==> config.mk <==
export PLATFORM = sky130hd
export DESIGN_NAME = audio_mix_sequencer
export DESIGN_NICKNAME = d
export VERILOG_FILES = /design/src/rtl/audio_mix_sequencer.sv
export SDC_FILE = /design/constraint.sdc
export NUM_CORES = 1
export LEC_CHECK = 0
export BUFFER_PORTS_ARGS = -buffer_cell sky130_fd_sc_hd__buf_2
export CORE_ASPECT_RATIO = 1.25
export CORE_MARGIN = 5
export CORE_UTILIZATION = 50
export CTS_BUF_LIST = sky130_fd_sc_hd__clkbuf_16
export DETAILED_ROUTE_END_ITERATION = 10
export PLACE_DENSITY_LB_ADDON = 0.25
export RECOVER_POWER = 25
export SLEW_MARGIN = 40
export SYNTH_ARGS = -nofsm -noshare
export SYNTH_HDL_FRONTEND = slang
export SYNTH_SLANG_ARGS = --single-unit
==> constraint.sdc <==
create_clock -name Clk -period 5.3 [get_ports Clk]
set_clock_uncertainty 0.2 [all_clocks]
set_input_delay 0.53 -clock Clk [delete_from_list [all_inputs] [get_ports Clk]]
set_output_delay 0.53 -clock Clk [all_outputs]
set_load 0.01 [all_outputs]
==> src/rtl/audio_mix_sequencer.sv <==
// audio_mix_sequencer: time-multiplexed stereo mixer. A single shared adder
// accumulates one source channel per clock into left/right sums, then
// publishes saturated unsigned samples for the sigma-delta DACs.
module audio_mix_sequencer #(
   parameter int unsigned NCH  = 8,
   parameter int unsigned OUTW = 10
) (
   input  logic                Clk,
   input  logic                Reset,
   input  logic                sample_tick,
   input  logic [NCH*8-1:0]    ch_data,
   input  logic [NCH*2-1:0]    ch_pan,
   input  logic [NCH*2-1:0]    ch_atten,
   input  logic                mute,
   output logic                busy,
   output logic                overrun,
   output logic [OUTW-1:0]     left_out,
   output logic [OUTW-1:0]     right_out,
   output logic                out_valid
);

   localparam int unsigned IW = (NCH > 1) ? $clog2(NCH) : 1;
   localparam int unsigned AW = 8 + $clog2(NCH);
   localparam int unsigned CW = (AW > OUTW) ? AW : OUTW;

   typedef enum logic [1:0] {
      IDLE    = 2'd0,
      ACCUM   = 2'd1,
      PUBLISH = 2'd2
   } state_t;

   state_t             state_q;
   logic [NCH*8-1:0]   data_q;
   logic [NCH*2-1:0]   pan_q;
   logic [NCH*2-1:0]   atten_q;
   logic               mute_q;
   logic [AW-1:0]      accl_q, accr_q;
   logic [AW-1:0]      accl_d, accr_d;
   logic [IW-1:0]      idx_q, idx_d;

   logic [7:0]         sel_data;
   logic [1:0]         sel_atten;
   logic [1:0]         sel_pan;
   logic [AW-1:0]      term;
   logic               last_ch;

   // Clamp an accumulator to the largest value representable on the output.
   function automatic logic [OUTW-1:0] sat(input logic [AW-1:0] a);
      logic [CW-1:0] ax;
      logic [CW-1:0] maxv;
      ax   = CW'(a);
      maxv = CW'({OUTW{1'b1}});
      return (ax > maxv) ? {OUTW{1'b1}} : OUTW'(ax);
   endfunction

   // Select the current channel from the shadow snapshot and form next sums.
   always_comb begin
      sel_data  = data_q[32'(idx_q) * 8 +: 8];
      sel_atten = atten_q[32'(idx_q) * 2 +: 2];
      sel_pan   = pan_q[32'(idx_q) * 2 +: 2];
      term      = AW'(sel_data >> sel_atten);
      accl_d    = accl_q + (sel_pan[0] ? term : '0);
      accr_d    = accr_q + (sel_pan[1] ? term : '0);
      idx_d     = idx_q + IW'(1);
      last_ch   = (idx_q == IW'(NCH - 1));
   end

   // Sequencer FSM with snapshot, accumulation and registered publish.
   always_ff @(posedge Clk or posedge Reset) begin
      if (Reset) begin
         state_q   <= IDLE;
         data_q    <= '0;
         pan_q     <= '0;
         atten_q   <= '0;
         mute_q    <= 1'b0;
         accl_q    <= '0;
         accr_q    <= '0;
         idx_q     <= '0;
         busy      <= 1'b0;
         overrun   <= 1'b0;
         out_valid <= 1'b0;
         left_out  <= '0;
         right_out <= '0;
      end else begin
         out_valid <= 1'b0;
         overrun   <= 1'b0;
         case (state_q)
            IDLE: begin
               if (sample_tick) begin
                  data_q  <= ch_data;
                  pan_q   <= ch_pan;
                  atten_q <= ch_atten;
                  mute_q  <= mute;
                  accl_q  <= '0;
                  accr_q  <= '0;
                  idx_q   <= '0;
                  busy    <= 1'b1;
                  state_q <= ACCUM;
               end
            end
            ACCUM: begin
               overrun <= sample_tick;
               accl_q  <= accl_d;
               accr_q  <= accr_d;
               idx_q   <= idx_d;
               if (last_ch) begin
                  state_q <= PUBLISH;
               end
            end
            PUBLISH: begin
               overrun   <= sample_tick;
               left_out  <= mute_q ? '0 : sat(accl_q);
               right_out <= mute_q ? '0 : sat(accr_q);
               out_valid <= 1'b1;
               busy      <= 1'b0;
               state_q   <= IDLE;
            end
            default: begin
               busy    <= 1'b0;
               state_q <= IDLE;
            end
         endcase
      end
   end

endmodule
==> results of run 1 <==
per-stage QoR:
stage	cells	hold WS [ps]	utilization, %	setup WS, ps
after detailed placement	840	289	56.3	1060
after CTS	868	53.0	59.7	999
after global placement	839	283	56.1	1170
after floorplan	560	274	-	619
final	868	23.8	59.7	1010
after global routing	868	96.2	59.7	671
flip-flops by register name, indices dropped and copies added (netlist names):
register   count
data_q        64
atten_q       16
pan_q         16
accl_q        11
accr_q        11
left_out      10
right_out     10
idx_q          3
state_q        2
busy           1
mute_q         1
out_valid      1
overrun        1
final cells by class:
| type | count | share of cell area, % |
|---|---|---|
| Sequential cell | 147 | 42.8 |
| Multi-Input combinational cell | 379 | 40.7 |
| Timing Repair Buffer | 129 | 7.84 |
| Clock buffer | 17 | 4.94 |
| Tap cell | 178 | 2.59 |
| Clock inverter | 11 | 0.829 |
| Inverter | 7 | 0.392 |
where the power goes:
part	switching [mW]	internal, mW
combinational	1.62	1.67
sequential	0.409	1.67
clock	0.452	0.580
total	2.48	3.92
cells in the final DEF (no fill, tap or decap), types with 7 or more instances in the layout:
cell | netlist | routed
dfrtp_1 | 147 | 146
buf_2 | 8 | 121
mux2_2 | 119 | 119
nor2_1 | 67 | 67
mux2i_1 | 24 | 24
mux4_2 | 24 | 24
ha_1 | 21 | 20
clkbuf_16 | 0 | 17
a22o_1 | 16 | 16
a21oi_1 | 15 | 15
o21ai_0 | 14 | 14
nand2_1 | 12 | 11
xnor2_1 | 8 | 8
inv_1 | 7 | 7
a31oi_1 | 7 | 7
kinds of logic (layout without fill, tap and decap cells):
family | Yosys count | count (layout) | synth area share, %
adders and majority gates | 23 | 23 | 4.14
and+or+nand+nor | 107 | 107 | 6.34
xor gates and xnor gates | 10 | 10 | 1.20
muxes | 169 | 169 | 29.6
buffers and inverters | 34 | 164 | 2.09
AOI/OAI and AO/OA | 70 | 70 | 6.39
DFF | 147 | 147 | 50.3
worst max-delay path: stages, from the launching register on:
cell      delay, ps
dfrtp_1         730
buf_4           380
mux4_2          540
mux2i_1         240
mux2i_1         130
mux2i_1         200
nor2_1           70
ha_1            250
fa_1            420
a21oi_1         270
o211ai_1        160
a21oi_1         250
xnor2_1          90
a22o_1          200
routing by layer:
metal	vias up	part of all wire (%)	GRT usage [%]
met5	-	0	0
met4	0	1.5	6.83
met3	24	5.0	4.87
met2	120	51	32.3
met1	2458	42	24.7
li1	2292	-	-
worst paths after layout:
| kind | startpoint | end | slack, ps | cells past startpoint |
|---|---|---|---|---|
| worst max-delay path | idx_q[1] | accr_q[6] | 1010 | 13 |
| worst min-delay path | Reset | overrun | 20 | 2 |
| worst max register to register | idx_q[1] | accr_q[6] | 1010 | 13 |
| worst min register to register | right_out[0] | right_out[0] | 300 | 1 |
| max in group asynchronous | Reset | right_out[4] | 3830 | 3 |
| min in group Clk | ch_data[5] | data_q[5] | 130 | 2 |
==> impl_metrics.env, run 1 <==
export IMPL_status="complete, no violations"
export IMPL_yosysTopAreaCellShare_pct=50.3
export IMPL_max_slew_margin_pct=53.9
export IMPL_first_pass_iters=5
export IMPL_seqCellArea_um2=3680
export IMPL_syn_inst=560
export IMPL_hpwlAfterDp_mm=11.6
export IMPL_n_fill_cell=1135
export IMPL_post_dp_cell_area_um2=8110
export IMPL_yosys_area_top_type="dfrtp_1"
export IMPL_critical_path_class="register to register"
export IMPL_row_count=49
export IMPL_grt_max_degree=105
export IMPL_synth_avg_cell_area_um2=13.1
export IMPL_start_util_pct=50.8
export IMPL_clockRootBuffer="clkbuf_16"
export IMPL_routabilityCongestion=0.862
export IMPL_via_per_inst=5.64
export IMPL_cp_data_arrival_time_ps=4400
export IMPL_end_kind="register"
export IMPL_yosys_warnings=0
export IMPL_period_share_pct=80.9
export IMPL_synthTopCellsByCount="dfrtp_1, mux2_2, nor2_1, mux2i_1, mux4_2"
export IMPL_ys_seq_area_share_pct=50.3
export IMPL_clock_sinks=147
export IMPL_path_max_fanout=13
export IMPL_power_leakage_nw=3.99
export IMPL_postCtsSetupRepairBufs=0
export IMPL_multi_input_area_um2=3500
export IMPL_yosys_top_cells_area="dfrtp_1, mux2_2, mux4_2"
export IMPL_via_count=4894
export IMPL_max_freq_mhz=233
export IMPL_nets=804
export IMPL_wl_mm=15.9
export IMPL_dieArea_um2=17200
export IMPL_synth_most_common_cell="dfrtp_1"
export IMPL_drive_gt1_share_pct=44.3
export IMPL_die_h_um=145
export IMPL_drc=0
export IMPL_cts_max_path_buffers=2
export IMPL_cts_buffers=17
export IMPL_crit_required_ps=5410
export IMPL_grt_total_usage_pct=19.4
export IMPL_first_global_vias=5372
export IMPL_period_minus_slack_ps=4290
export IMPL_wl_per_cell_um=18.3
export IMPL_async_flop_share_pct=100
export IMPL_io_buffers=122
export IMPL_synthToLayoutAreaGrowth_pct=17.6
export IMPL_yosysUniqueCellTypes=39
export IMPL_rsz0062_at_grt="no"
export IMPL_total_power_mw=6.40
export IMPL_path_clk_slew_ps=60
export IMPL_critPathLaunchType="register"
export IMPL_clock_latency_ps=430
export IMPL_synthFlopType="dfrtp_1"
export IMPL_die_w_um=118
export IMPL_num_antenna_cells=0
export IMPL_initialDrtViolationCount=236
export IMPL_antenna_found_initial=0
export IMPL_finalHoldViolCount=0
export IMPL_grt_ovfl_total=0
export IMPL_slew_violations=0
export IMPL_maxCapViolations=0
export IMPL_postRouteAntennaNets=0
export IMPL_synth_edf_count=0
export IMPL_io_pins=123
export IMPL_ctsHtreeMaxLevel=4
export IMPL_cts_resized=0
export IMPL_grt_pass1_wl_mm=27.0
export IMPL_setup_viol=0
export IMPL_worstMarginPinSlew_ps=672
export IMPL_tns_ps=0
export IMPL_syn_area_um2=7320
export IMPL_fin_area_um2=8610
export IMPL_synth_seq_cells=147
export IMPL_power_density_nw_per_um2=743
export IMPL_cts_tree="built"
export IMPL_ir_drop_mv=0.315
export IMPL_synthesis_nets=683
export IMPL_hold_path_class="input pin to async pin"
export IMPL_hold_buffers=0
export IMPL_core_um2=14400
Note: power is estimated with default switching activity, not from simulation.
==> inputs of run 2 (changes only) <==
==> constraint.sdc (replaced) <==
create_clock -name Clk -period 3.82 [get_ports Clk]
set_clock_uncertainty 0.2 [all_clocks]
set_input_delay 0.382 -clock Clk [delete_from_list [all_inputs] [get_ports Clk]]
set_output_delay 0.382 -clock Clk [all_outputs]
set_load 0.01 [all_outputs]
==> run 2 against run 1 <==
Net effect: the flow now finishes with violations (max-capacitance violations, max-slew violations); first-iteration DRC count increased by 20%; largest power group unchanged; highest routed layer unchanged; non-clock buffer count increased by 101; cell count increased by 12%.
==> impl_metrics.env, run 2 (same netlist as run 1, synthesis figures left out) <==
export IMPL_status="finished, violations left"
export IMPL_failed_checks="max-capacitance violations, max-slew violations"
export IMPL_critical_path_class="register to register"
export IMPL_via_count=5334
export IMPL_maxCapViolations=1
export IMPL_initialDrtViolationCount=283
export IMPL_grt_max_degree=148
export IMPL_core_um2=14400
export IMPL_period_minus_slack_ps=3670
export IMPL_num_antenna_cells=0
export IMPL_io_buffers=122
export IMPL_first_global_vias=5839
export IMPL_wl_per_cell_um=17.8
export IMPL_grt_ovfl_total=0
export IMPL_end_kind="register"
export IMPL_critPathLaunchType="register"
export IMPL_reg_largest_list="data_q: 64 flops, atten_q: 16 flops, pan_q: 16 flops"
export IMPL_layout_commonest_cell="dfrtp_1"
export IMPL_max_slew_margin_pct=-41.1
export IMPL_clock_latency_ps=430
export IMPL_nets=905
export IMPL_cts_buffers=17
export IMPL_dieArea_um2=17200
export IMPL_ctsHtreeMaxLevel=4
export IMPL_finalHoldViolCount=0
export IMPL_post_dp_cell_area_um2=8200
export IMPL_die_w_um=118
export IMPL_max_freq_mhz=272
export IMPL_path_clk_slew_ps=70
export IMPL_grt_pass1_wl_mm=28.9
export IMPL_synthToLayoutAreaGrowth_pct=32.4
export IMPL_largest_reg_flops=64
export IMPL_row_count=49
export IMPL_path_max_fanout=17
export IMPL_routabilityCongestion=0.915
export IMPL_fin_area_um2=9690
export IMPL_rsz0062_at_grt="yes"
export IMPL_whs_ps=9.26
export IMPL_worstMarginPinSlew_ps=2120
export IMPL_regMostFlops="data_q"
export IMPL_slew_violations=37
export IMPL_via_per_inst=5.48
export IMPL_cts_tree="built"
export IMPL_hold_path_class="input pin to register"
export IMPL_cts_max_path_buffers=2
export IMPL_drive_gt1_share_pct=38.5
export IMPL_cp_data_arrival_time_ps=3760
export IMPL_layout_common_cells="dfrtp_1, mux2_2, buf_2"
export IMPL_period_share_pct=96.1
export IMPL_wl_mm=17.3
export IMPL_die_h_um=145
export IMPL_grt_total_usage_pct=20.6
export IMPL_first_pass_iters=4
export IMPL_setup_viol=0
export IMPL_drc=0
export IMPL_clockRootBuffer="clkbuf_16"
export IMPL_antenna_found_initial=0
export IMPL_io_pins=123
export IMPL_crit_required_ps=3900
export IMPL_start_util_pct=50.8
export IMPL_hpwlAfterDp_mm=11.5
export IMPL_clock_sinks=147
export IMPL_power_leakage_nw=4.38
export IMPL_power_density_nw_per_um2=972
export IMPL_postRouteAntennaNets=0
export IMPL_ir_drop_mv=0.416
==> run 2: cell types whose count changed in the layout (fill, tap and decap cells not counted), moves of 12 or more <==
cell / change
buf_2: -23
clkbuf_1: +24
buf_4: +12
dlygate4sd3_1: +85
==> run 2: layer usage <==
layer / vias up / GRT usage [%] / share of wire [%]
li1: 2504 / - / -
met1: 2665 / 25.3 / 42
met2: 135 / 35.7 / 52
met3: 30 / 4.98 / 4.7
met4: 0 / 6.37 / 1.9
met5: - / 0 / 0
==> run 2: critical path, cell delays in order, from the launching register on <==
cell	delay, ps
dfrtp_1	380
buf_12	180
mux4_2	540
mux2i_2	240
mux2i_1	140
mux2i_1	190
nor2_1	60
ha_1	240
fa_1	410
a21oi_1	290
o211ai_1	190
a31oi_1	250
or3_1	140
a21oi_1	70
==> run 2: what timing repair did <==
| action | in CTS | in global routing |
|---|---|---|
| gates resized for setup | 0 | 11 |
| setup endpoints to repair | 0 | 10 |
| hold buffers | 83 | 2 |
| setup buffers | 0 | 6 |
| endpoints found under the hold margin | 83 | 37 |
==> run 2: power by group <==
part	internal (mW)	total [mW]	switching, mW
Clock	0.876	1.65	0.770
Sequential	2.31	2.81	0.499
Combinational	2.56	4.97	2.41
Total	5.75	9.43	3.68
==> run 2: path summary, 6_finish.rpt <==
| kind | start | end | slack [ps] | depth (start not counted) |
|---|---|---|---|---|
| max in group asynchronous | Reset | right_out[4] | 980 | 5 |
| worst min register to register | atten_q[15] | atten_q[15] | 300 | 1 |
| min in group asynchronous | Reset | pan_q[12] | 1090 | 4 |
| worst max register to register | idx_q[1] | accl_q[8] | 150 | 13 |
| worst max-delay path | idx_q[1] | accl_q[8] | 150 | 13 |
| worst min-delay path | ch_data[24] | data_q[24] | 9 | 2 |
==> run 2: through the flow <==
stage | power (mW) | setup TNS (ps) | setup slack [ps] | std cells | utilization, %
2_1_floorplan | 6.36 | 0 | 314 | 560 | -
3_3_place_gp | 7.35 | 0 | 251 | 849 | 56.9
3_5_place_dp | 7.54 | 0 | 143 | 849 | 56.9
4_1_cts | 9.30 | 0 | 99.5 | 964 | 66.8
5_1_grt | 10.1 | -25.6 | -18.0 | 973 | 67.3
6_report | 9.43 | 0 | 148 | 973 | 67.3
==> run 2: cell type report <==
| type | instances | area [µm²] |
|---|---|---|
| Timing Repair Buffer | 230 | 1650 |
| Sequential cell | 147 | 3680 |
| Inverter | 7 | 30.0 |
| Clock inverter | 15 | 166 |
| Fill cell | 975 | 4710 |
| Multi-Input combinational cell | 379 | 3520 |
| Tap cell | 178 | 223 |
| Clock buffer | 17 | 425 |
